[src/rtl/hazard_stall_ctrl.sv]
// Pipeline hazard/stall controller: PC and inter-stage register enables plus bubble/flush strobes.
// Latency: enables and flushes are combinational from state and inputs; state and counters update on rising clk.
// Backpressure: dmem_busy freezes every stage; load-use holds PC and IF/ID; halt drains and then freezes.
// Optional HAZARD_PERF_CNT_EN adds saturating lu/branch/mem-stall event counters.
module hazard_stall_ctrl #(
  parameter int ADDR_W       = 4,
  parameter int MEM_TIMEOUT  = 255,
  parameter int DRAIN_CYCLES = 3
) (
  input  logic              clk,
  input  logic              rst_n,
  input  logic [ADDR_W-1:0] id_rs,
  input  logic [ADDR_W-1:0] id_rt,
  input  logic              id_rs_vld,
  input  logic              id_rt_vld,
  input  logic              id_halt,
  input  logic [ADDR_W-1:0] ex_dst,
  input  logic              ex_mem_read,
  input  logic              ex_br_taken,
  input  logic              dmem_busy,
  output logic              pc_en,
  output logic              if_id_en,
  output logic              id_ex_en,
  output logic              ex_mem_en,
  output logic              mem_wb_en,
  output logic              if_id_flush,
  output logic              id_ex_flush,
  output logic              halted,
  output logic              mem_timeout
`ifdef HAZARD_PERF_CNT_EN
  ,
  output logic [15:0]       lu_stall_cnt,
  output logic [15:0]       br_flush_cnt,
  output logic [15:0]       mem_stall_cnt
`endif
);

  localparam int SCW = (MEM_TIMEOUT < 2) ? 1 : $clog2(MEM_TIMEOUT + 1);
  localparam int DCW = (DRAIN_CYCLES < 3) ? 1 : $clog2(DRAIN_CYCLES);
  localparam logic [SCW-1:0] STALL_MAX  = SCW'(MEM_TIMEOUT);
  localparam logic [DCW-1:0] DRAIN_LOAD = DCW'(DRAIN_CYCLES - 1);
  localparam logic [DCW-1:0] DRAIN_ONE  = DCW'(1);

  typedef enum logic [1:0] {
    ST_RUN       = 2'd0,
    ST_MEM_STALL = 2'd1,
    ST_DRAIN     = 2'd2,
    ST_HALTED    = 2'd3
  } state_t;

  state_t         state, state_nxt;
  state_t         ret_state, ret_nxt;
  state_t         eval_state;
  logic [SCW-1:0] stall_cnt, stall_nxt;
  logic [DCW-1:0] drain_cnt, drain_nxt;
  logic           timeout_nxt;
  logic           lu;

  // Load-use: ID reads a register that the load now in EX has not yet produced; r0 never hazards.
  assign lu = ex_mem_read && (ex_dst != '0) &&
              ((id_rs_vld && (id_rs == ex_dst)) || (id_rt_vld && (id_rt == ex_dst)));

  // The cycle a memory stall ends behaves exactly like the state that was interrupted.
  assign eval_state = (state == ST_MEM_STALL) ? ret_state : state;

  assign halted = (state == ST_HALTED);

  // State, stall/drain counters and the sticky timeout flag.
  always_ff @(posedge clk or negedge rst_n) begin
    if (!rst_n) begin
      state       <= ST_RUN;
      ret_state   <= ST_RUN;
      stall_cnt   <= '0;
      drain_cnt   <= '0;
      mem_timeout <= 1'b0;
    end else begin
      state       <= state_nxt;
      ret_state   <= ret_nxt;
      stall_cnt   <= stall_nxt;
      drain_cnt   <= drain_nxt;
      mem_timeout <= timeout_nxt;
    end
  end

  // Next-state and stage-control decode; priority is dmem_busy > branch > load-use > halt.
  always_comb begin
    state_nxt   = state;
    ret_nxt     = ret_state;
    stall_nxt   = stall_cnt;
    drain_nxt   = drain_cnt;
    timeout_nxt = mem_timeout;
    pc_en       = 1'b0;
    if_id_en    = 1'b0;
    id_ex_en    = 1'b0;
    ex_mem_en   = 1'b0;
    mem_wb_en   = 1'b0;
    if_id_flush = 1'b0;
    id_ex_flush = 1'b0;

    if ((state != ST_HALTED) && dmem_busy) begin
      // Whole pipe frozen; remember where to resume once memory answers.
      state_nxt = ST_MEM_STALL;
      ret_nxt   = eval_state;
      if (stall_cnt != STALL_MAX) begin
        stall_nxt = stall_cnt + 1'b1;
      end
      if (stall_nxt == STALL_MAX) begin
        timeout_nxt = 1'b1;
      end
    end else begin
      stall_nxt = '0;
      case (eval_state)
        ST_RUN: begin
          state_nxt = ST_RUN;
          pc_en     = 1'b1;
          if_id_en  = 1'b1;
          id_ex_en  = 1'b1;
          ex_mem_en = 1'b1;
          mem_wb_en = 1'b1;
          if (ex_br_taken) begin
            // Younger instructions in IF and ID are wrong-path: squash both.
            if_id_flush = 1'b1;
            id_ex_flush = 1'b1;
          end else if (lu) begin
            // Hold the consumer in ID one cycle and insert a bubble behind the load.
            pc_en       = 1'b0;
            if_id_en    = 1'b0;
            id_ex_flush = 1'b1;
          end else if (id_halt) begin
            // Halt moves on to EX; stop fetching and drain what is older.
            pc_en     = 1'b0;
            if_id_en  = 1'b0;
            state_nxt = ST_DRAIN;
            drain_nxt = DRAIN_LOAD;
          end
        end
        ST_DRAIN: begin
          id_ex_en  = 1'b1;
          ex_mem_en = 1'b1;
          mem_wb_en = 1'b1;
          if (ex_br_taken) begin
            // An older branch resolved taken: the halt was on the wrong path.
            pc_en       = 1'b1;
            if_id_en    = 1'b1;
            if_id_flush = 1'b1;
            id_ex_flush = 1'b1;
            state_nxt   = ST_RUN;
            drain_nxt   = '0;
          end else begin
            id_ex_flush = 1'b1;
            if (drain_cnt != '0) begin
              drain_nxt = drain_cnt - 1'b1;
            end
            if (drain_cnt <= DRAIN_ONE) begin
              state_nxt = ST_HALTED;
            end else begin
              state_nxt = ST_DRAIN;
            end
          end
        end
        ST_HALTED: begin
          state_nxt = ST_HALTED;
        end
        default: begin
          state_nxt = ST_RUN;
        end
      endcase
    end

    // Nothing may load while reset is held, regardless of the decoded state.
    if (!rst_n) begin
      pc_en       = 1'b0;
      if_id_en    = 1'b0;
      id_ex_en    = 1'b0;
      ex_mem_en   = 1'b0;
      mem_wb_en   = 1'b0;
      if_id_flush = 1'b0;
      id_ex_flush = 1'b0;
    end
  end

`ifdef HAZARD_PERF_CNT_EN
  logic mem_ev, br_ev, lu_ev;

  // Event qualifiers mirror the decode priority so each cycle counts for the condition that won.
  always_comb begin
    mem_ev = (state != ST_HALTED) && dmem_busy;
    br_ev  = !mem_ev && ex_br_taken &&
             ((eval_state == ST_RUN) || (eval_state == ST_DRAIN));
    lu_ev  = !mem_ev && !ex_br_taken && lu && (eval_state == ST_RUN);
  end

  // Saturating performance counters.
  always_ff @(posedge clk or negedge rst_n) begin
    if (!rst_n) begin
      lu_stall_cnt  <= '0;
      br_flush_cnt  <= '0;
      mem_stall_cnt <= '0;
    end else begin
      if (lu_ev && (lu_stall_cnt != 16'hFFFF)) begin
        lu_stall_cnt <= lu_stall_cnt + 16'd1;
      end
      if (br_ev && (br_flush_cnt != 16'hFFFF)) begin
        br_flush_cnt <= br_flush_cnt + 16'd1;
      end
      if (mem_ev && (mem_stall_cnt != 16'hFFFF)) begin
        mem_stall_cnt <= mem_stall_cnt + 16'd1;
      end
    end
  end
`endif

endmodule

[config.mk]
export PLATFORM = sky130hd
export DESIGN_NAME = hazard_stall_ctrl
export DESIGN_NICKNAME = d
export VERILOG_FILES = /design/src/rtl/hazard_stall_ctrl.sv
export SDC_FILE = /design/constraint.sdc
export NUM_CORES = 1
export LEC_CHECK = 0
export ABC_AREA = 1
export CAP_MARGIN = 10
export CORE_ASPECT_RATIO = 1.75
export CORE_MARGIN = 2
export CORE_UTILIZATION = 35
export DETAILED_ROUTE_END_ITERATION = 8
export HOLD_SLACK_MARGIN = 0.1
export PLACE_DENSITY = 0.63
export SLEW_MARGIN = 20
export SYNTH_ARGS = -nofsm -noshare
export SYNTH_HDL_FRONTEND = slang
export SYNTH_SLANG_ARGS = --single-unit
[constraint.sdc]
create_clock -name clk -period 2.06 [get_ports clk]
set_clock_uncertainty 0.2 [all_clocks]
set_input_delay 0.206 -clock clk [delete_from_list [all_inputs] [get_ports clk]]
set_output_delay 0.206 -clock clk [all_outputs]
set_load 0.005 [all_outputs]
==> impl_metrics.tcl, run 1 <==
set metrics [dict create \
    outcome "complete, no violations" \
    synth_compound_area_frac 0.07416 \
    fillCellCount 312 \
    drt_iter0_markers 16 \
    final-max-slew-violation-count 0 \
    worst_hold_slack_ns 0.1671 \
    register_bit_count_reported_by_yosys 15 \
    synthesis.instances 163 \
    cp_num_buf_inv 2 \
    vias_per_cell 4.682 \
    slowest_stage "clkdlybuf4s50_1" \
    num_antenna_cells 0 \
    grt_start_max_net_pins 16 \
    number_of_antenna_violations_at_the_first_check_in_global_routing 0 \
    global_route.usage.met3 0.01379 \
    post_synthesis_share_of_cell_area_spent_on_xor_and_xnor_gates 0.03146 \
    grt-ovfl-total 0 \
    std_cell_rows 27 \
    cts_buffer_depth 2 \
    pin_count 29 \
    postCtsSetupBuffers 0 \
    routed_wl_um 2747 \
    cts-htree-levels 1 \
    tritoncts "built" \
    hold_path.class "input pin to asynchronous set/reset pin" \
    synth_sequential_area_ratio 0.3371 \
    cellLeakagePower_uw 0.0008120 \
    io_buffer_count 28 \
    fraction_of_the_core_area_covered_by_cells_at_the_end_of_the_flow 0.4887 \
    global_routing_usage_on_met2 0.3181 \
    synthSimpleGateAreaFrac 0.4135 \
    fin_crit_sh 0.9458 \
    worst_path_dominant_cell_family "buffers and inverters" \
    floorplan.core_area_sq_mm 0.003108 \
    worst-path-max-fanout 5 \
    clock-sinks 15 \
    timing.critical_path.from_type "flop" \
    max_stage_delay_ns 0.51 \
    finalSetupViolCount 0 \
    clk_pin_slew_worst_setup_hold_paths_ns 0.06 \
    worst_setup_path_end_kind "output pin" \
    synth.avg_cell_area_sq_um 6.832 \
    routedWlPerCell_um 11.49 \
    fin_crit_ns 1.948 \
    finalNetCount 219 \
    post_synthesis_cell_area_sq_mm 0.001114 \
    initial_core_util 0.3583 \
    timing.fmax_mhz 513.3 \
    die_w_um 46.64 \
    netlist-cell-type-count 28 \
    place.detailed.hpwl_um 2225 \
    die_area_sq_mm 0.003667 \
    ant_nets 0 \
    tritoncts.num_buffers 3 \
    finalHoldViolCount 0 \
    drt-pass1-iter-count 4 \
    yosys_warnings 0 \
    grt_usage 0.1617 \
    post_layout_nonfiller_instances 239 \
    mux_contribution_to_synthesized_area 0 \
    drc 0 \
    slew_headroom 0.8182 \
    synth_top_family_by_area "simple AND/OR/NAND/NOR gates" \
    gp_routability_congestion 0.8365 \
    grt_first_pass_wirelength_um 4298 \
    cts_root_buffer "clkbuf_8" \
    critical_path_required_ns 1.65 \
    max-cap-violations 0 \
    crit_type "flop to output pin" \
    cp_data_arrival_time_ns 1.54 \
    clock_insertion_delay_worst_skew_ns 0.25 \
    syn2layout_area_growth_pct 36.40 \
    vias 1119 \
    power_per_cell_area_mw_per_mm2 686.2 \
    post_route_cells_drive_above_1_share 0.2041 \
    number_of_global_route_vias_before_repair 1152 \
    placed_cells 235 \
    synth.net_count 185 \
    cp_cell_sequence "o21ai_2 > nand3_2 > inv_2 > clkdlybuf4s50_1" \
    peakVddDrop_v 0.0005602 \
    die_h_um 78.62 \
    gr-max-usage-layer "met2" \
    post_synthesis_adder_cell_area_fraction 0.02247 \
    tightestPinTransition_ns 0.2712 \
    groute.layer.met1.usage 0.1297 \
]
[synth_stat cells]
cell      instances  area [sq um]
a21boi_1          1         7.510
a21oi_1           6         30.03
a31o_1            1         8.760
and3_4            1         11.26
buf_4             3         22.52
clkinv_1          2         7.510
dfrtp_1          15         375.4
ha_1              2         25.02
inv_1            23         86.33
inv_2             5         18.77
nand2_1          45         168.9
nand2_2           4         25.02
nand2_4           1         11.26
nand3_1          10         50.05
nand3_2           2         20.02
nand3b_1          2         15.01
nand4_1           2         12.51
nor2_1           22         82.58
nor2_4            1         11.26
nor2b_1           1         6.260
nor3_1            2         10.01
nor3_2            2         20.02
nor3_4            1         16.27
o21ai_0           2         10.01
o21ai_2           2         17.52
o221ai_1          1         8.760
xnor2_1           3         26.28
xor2_1            1         8.760
[cell usage in the layout (no fill, tap or decap), types with 3 or more instances in the layout]
cell             Yosys  final
nand3_1             10      7
dlymetal6s2s_1       0      3
inv_2                5      9
dlygate4sd2_1        0      5
clkbuf_8             0      3
buf_4                3      4
nor2_1              22     21
dfrtp_1             15     15
nand2_2              4      8
xnor2_1              3      3
clkdlybuf4s50_1      0     17
a21oi_1              6      6
nand3_2              2      5
inv_1               23     19
nand2_1             45     41
[layout make-up]
class	instances	area (sq um)	area share
multi-input combinational	115	630.6	0.4152
tap	43	53.80	0.03542
sequential	15	375.4	0.2471
timing repair buffer	32	301.5	0.1985
inverter	30	112.6	0.07413
clock buffer	4	45.04	0.02965
[worst paths after layout]
check | startpoint | endpoint | slack, ns | cells past startpoint
max | ret_state[0] | id_ex_en | 0.11 | 4
min | rst_n | ret_state[0] | 0.17 | 2
max in group asynchronous | rst_n | stall_cnt[6] | 1.32 | 2
min reg2reg | mem_timeout | mem_timeout | 0.27 | 2
max reg2reg | stall_cnt[0] | mem_timeout | 0.32 | 9
min in group clk | mem_timeout | mem_timeout | 0.27 | 2
[timing repair]
| action | CTS | global route |
|---|---|---|
| resized for setup | 14 | 14 |
| hold buffers | 0 | 0 |
| pin swaps | 1 | 5 |
| endpoints found under the setup margin | 3 | 7 |
[flip-flops by register name, indices dropped and copies added, names as in the netlist]
name and flops:
mem_timeout 1, ret_state 2, drain_cnt 2, state 2
stall_cnt 8
[layer usage]
| layer | share of wire | wire, um |
|---|---|---|
| met3 | 0.045 | 124 |
| met5 | 0 | 0 |
| met4 | 0.044 | 121 |
| met2 | 0.55 | 1510 |
| met1 | 0.36 | 991 |
[cell families (layout without fill, tap and decap cells)]
| logic type | after synthesis | count (layout) |
|---|---|---|
| flip-flops | 15 | 15 |
| AND/OR/NAND/NOR | 96 | 96 |
| buffers and inverters | 33 | 66 |
| XOR/XNOR | 4 | 4 |
| AO/OA/AOI/OAI | 13 | 13 |
| adder cells (fa/ha/maj) | 2 | 2 |
[metrics by stage]
| stage | setup slack, ns | cell area (sq um) | TNS [ns] | power [uW] |
|---|---|---|---|---|
| floorplan | 0.4838 | 1114 | 0 | 638.9 |
| CTS | 0.006801 | 1500 | 0 | 1038 |
| detailed placement | -0.2688 | 1455 | -0.7915 | 796.4 |
| global placement | -0.2664 | 1455 | -0.7928 | 783.4 |
| global route | -0.01414 | 1519 | -0.01414 | 1129 |
| finish | 0.1117 | 1519 | 0 | 1042 |
[report_power, final]
part,total [uW],internal [uW],switching (uW)
logic,419,178,241
clock network,235,137,97.8
registers,389,345,44.2
No activity file was read; power rests on OpenSTA's default activity.
==> inputs of run 2 (changes only) <==
TNS_END_PERCENT = 100   (was unset)
==> results of run 2 <==
No change in the layout: final DEF, timing and power equal those of run 1.
==> inputs of run 3 (changes only) <==
SETUP_SLACK_MARGIN = 0.02   (was unset)
==> run 3 against run 2 <==
Against the previous run: power up 0.26%; utilization up 0.081 points; critical endpoint is now pc_en; setup slack better by 0.026 ns; cell area up 0.16%.
==> impl_metrics.tcl, run 3 (synthesis results as in run 1) <==
set metrics [dict create \
    reg2reg_depth 9 \
    unrepaired_setup_endpoints_after_global_routing "true" \
    critical_path_required_ns 1.65 \
    worst_hold_slack_ns 0.1687 \
    register_area_sq_um 375.4 \
    worst-path-max-fanout 2 \
    ant_nets 0 \
    cp_data_arrival_time_ns 1.52 \
    cts_buffer_depth 2 \
    dp_worst_setup_slack_ns -0.2688 \
    initial_core_util 0.3583 \
    hold_path.class "input pin to asynchronous set/reset pin" \
    clock-sinks 15 \
    crit_type "input pin to output pin" \
    grt-ovfl-total 0 \
    tritoncts.num_buffers 3 \
    fin_crit_ns 1.922 \
    multi_input_logic_area_sq_um 630.6 \
    io_buffer_count 28 \
    worst_setup_path_end_kind "output pin" \
    finalHoldViolCount 0 \
    drc 0 \
    syn2layout_area_growth_pct 36.63 \
    regMostFlops "stall_cnt" \
    place.detailed.hpwl_um 2225 \
    std_cell_rows 27 \
    comb_power_share 0.404 \
    power.switching_uw 383.1 \
    timing.fmax_mhz 520.3 \
    tightestPinTransition_ns 0.2737 \
    slew_headroom 0.8165 \
    routedWlPerCell_um 11.48 \
    final-max-slew-violation-count 0 \
    cellLeakagePower_uw 0.0008162 \
    num_antenna_cells 0 \
    fillCellCount 311 \
    die_h_um 78.62 \
    post_route_cells_drive_above_1_share 0.2132 \
    p_clk_frac 0.223 \
    slowest_stage "clkdlybuf4s50_1" \
    die_w_um 46.64 \
    grt_usage 0.1617 \
    tritoncts "built" \
    swShare 0.3666 \
    timing.critical_path.from_type "input pin" \
    number_of_antenna_violations_at_the_first_check_in_global_routing 0 \
    beginning_of_the_worst_register_to_register_path "state[0]" \
    finalNetCount 220 \
    power_per_cell_area_mw_per_mm2 686.8 \
    cts_root_buffer "clkbuf_8" \
    vias_per_cell 4.650 \
    stdcell_area_sq_mm 0.001521 \
    vias 1116 \
    layout_commonest_cell "nand2_1" \
    cts-htree-levels 1 \
    max_stage_delay_ns 0.47 \
    timing.reg2reg.setup_slack_ns 0.27 \
    drt_iter0_markers 15 \
    drt-pass1-iter-count 4 \
    die_area_sq_mm 0.003667 \
    outcome "complete, no violations" \
    grt_start_max_net_pins 16 \
    finalSetupViolCount 0 \
    number_of_global_route_vias_before_repair 1152 \
    fin_crit_sh 0.9330 \
    post_dp_cell_area_sq_mm 0.001455 \
    peakVddDrop_v 0.0005539 \
    gp_routability_congestion 0.8365 \
    routed_wl_um 2754 \
    worst_r2r_endpoint "drain_cnt[0]" \
    layout_common_cells "nand2_1, nor2_1, inv_1, clkdlybuf4s50_1, dfrtp_1" \
    cell_internal_pwr_uw 661.9 \
    grt_first_pass_wirelength_um 4298 \
    floorplan.core_area_sq_mm 0.003108 \
    fin_ws_ns 0.1381 \
    fraction_of_the_core_area_covered_by_cells_at_the_end_of_the_flow 0.4895 \
    clk_pin_slew_worst_setup_hold_paths_ns 0.06 \
    clock_insertion_delay_worst_skew_ns 0.24 \
    largest_register_ff_count 8 \
    max-cap-violations 0 \
    pin_count 29 \
    power.sequential.fraction 0.373 \
    cp_cell_sequence "clkdlybuf4s50_1 > inv_1 > nand2_1 > nand2_1 > nor2_1 > nand3_1 > nand2_2 > nand2_2 > a31o_1 > clkbuf_2" \
]
run 3: cell types whose count changed in the layout (fill, tap and decap cells not counted), sizes merged:
| cell | change |
|---|---|
| clkbuf | +1 |
| clkdlybuf4s15 | -1 |
| buf | +1 |
run 3: through the flow:
| step | TNS [ns] | std cells | power (uW) |
|---|---|---|---|
| after floorplan | 0 | 163 | 638.9 |
| after global placement | -0.7928 | 235 | 783.4 |
| after detailed placement | -0.7915 | 235 | 796.4 |
| after CTS | 0 | 239 | 1038 |
| after global routing | 0 | 240 | 1131 |
| final | 0 | 240 | 1045 |
run 3: worst max-delay path: cells and delay by family:
family,cells,cell delay [ns]
AND/OR/NAND/NOR,6,0.43
buffers and inverters,3,0.63
AO/OA/AOI/OAI,1,0.24
run 3: routing by layer:
| metal | vias to the layer above | track usage | share of wire |
|---|---|---|---|
| met4 | 0 | 0.1139 | 0.041 |
| met3 | 9 | 0.01379 | 0.041 |
| met1 | 504 | 0.1297 | 0.37 |
| met5 | - | 0 | 0 |
| met2 | 31 | 0.3181 | 0.55 |
| li1 | 572 | - | - |
run 3: worst max-delay path by stage:
| stage | slack, ns | from | cells after the start | endpoint |
|---|---|---|---|---|
| floorplan | 0.48 | stall_cnt[0] | 8 | mem_timeout |
| global placement | -0.27 | ex_dst[1] | 10 | pc_en |
| detailed placement | -0.27 | ex_dst[3] | 10 | if_id_en |
| CTS | 0.02 | id_rt[1] | 10 | if_id_en |
| global route | 0.02 | id_rt[1] | 10 | if_id_en |
| finish | 0.14 | id_rs[3] | 10 | pc_en |
run 3: timing repair:
item                       in CTS  in global routing
hold buffers                    0                  0
setup endpoints to repair       3                  7
pin swaps                       1                  5
gates resized for setup        15                 14
buffers inserted                0                  1
run 3: power by group through the flow:
stage | clock [uW] | sequential [uW] | combinational (uW)
after global routing | 253 | 395 | 483
after global placement | 0 | 391 | 393
after detailed placement | 0 | 393 | 403
final | 233 | 389 | 422
after floorplan | 0 | 383 | 256
after CTS | 242 | 388 | 409
run 3: cell type report:
cell class,count,share of cell area
clock buffer,4,0.02961
sequential,15,0.2467
inverter,30,0.07401
timing repair buffer,33,0.1998
multi-input combinational,115,0.4145
tap,43,0.03536
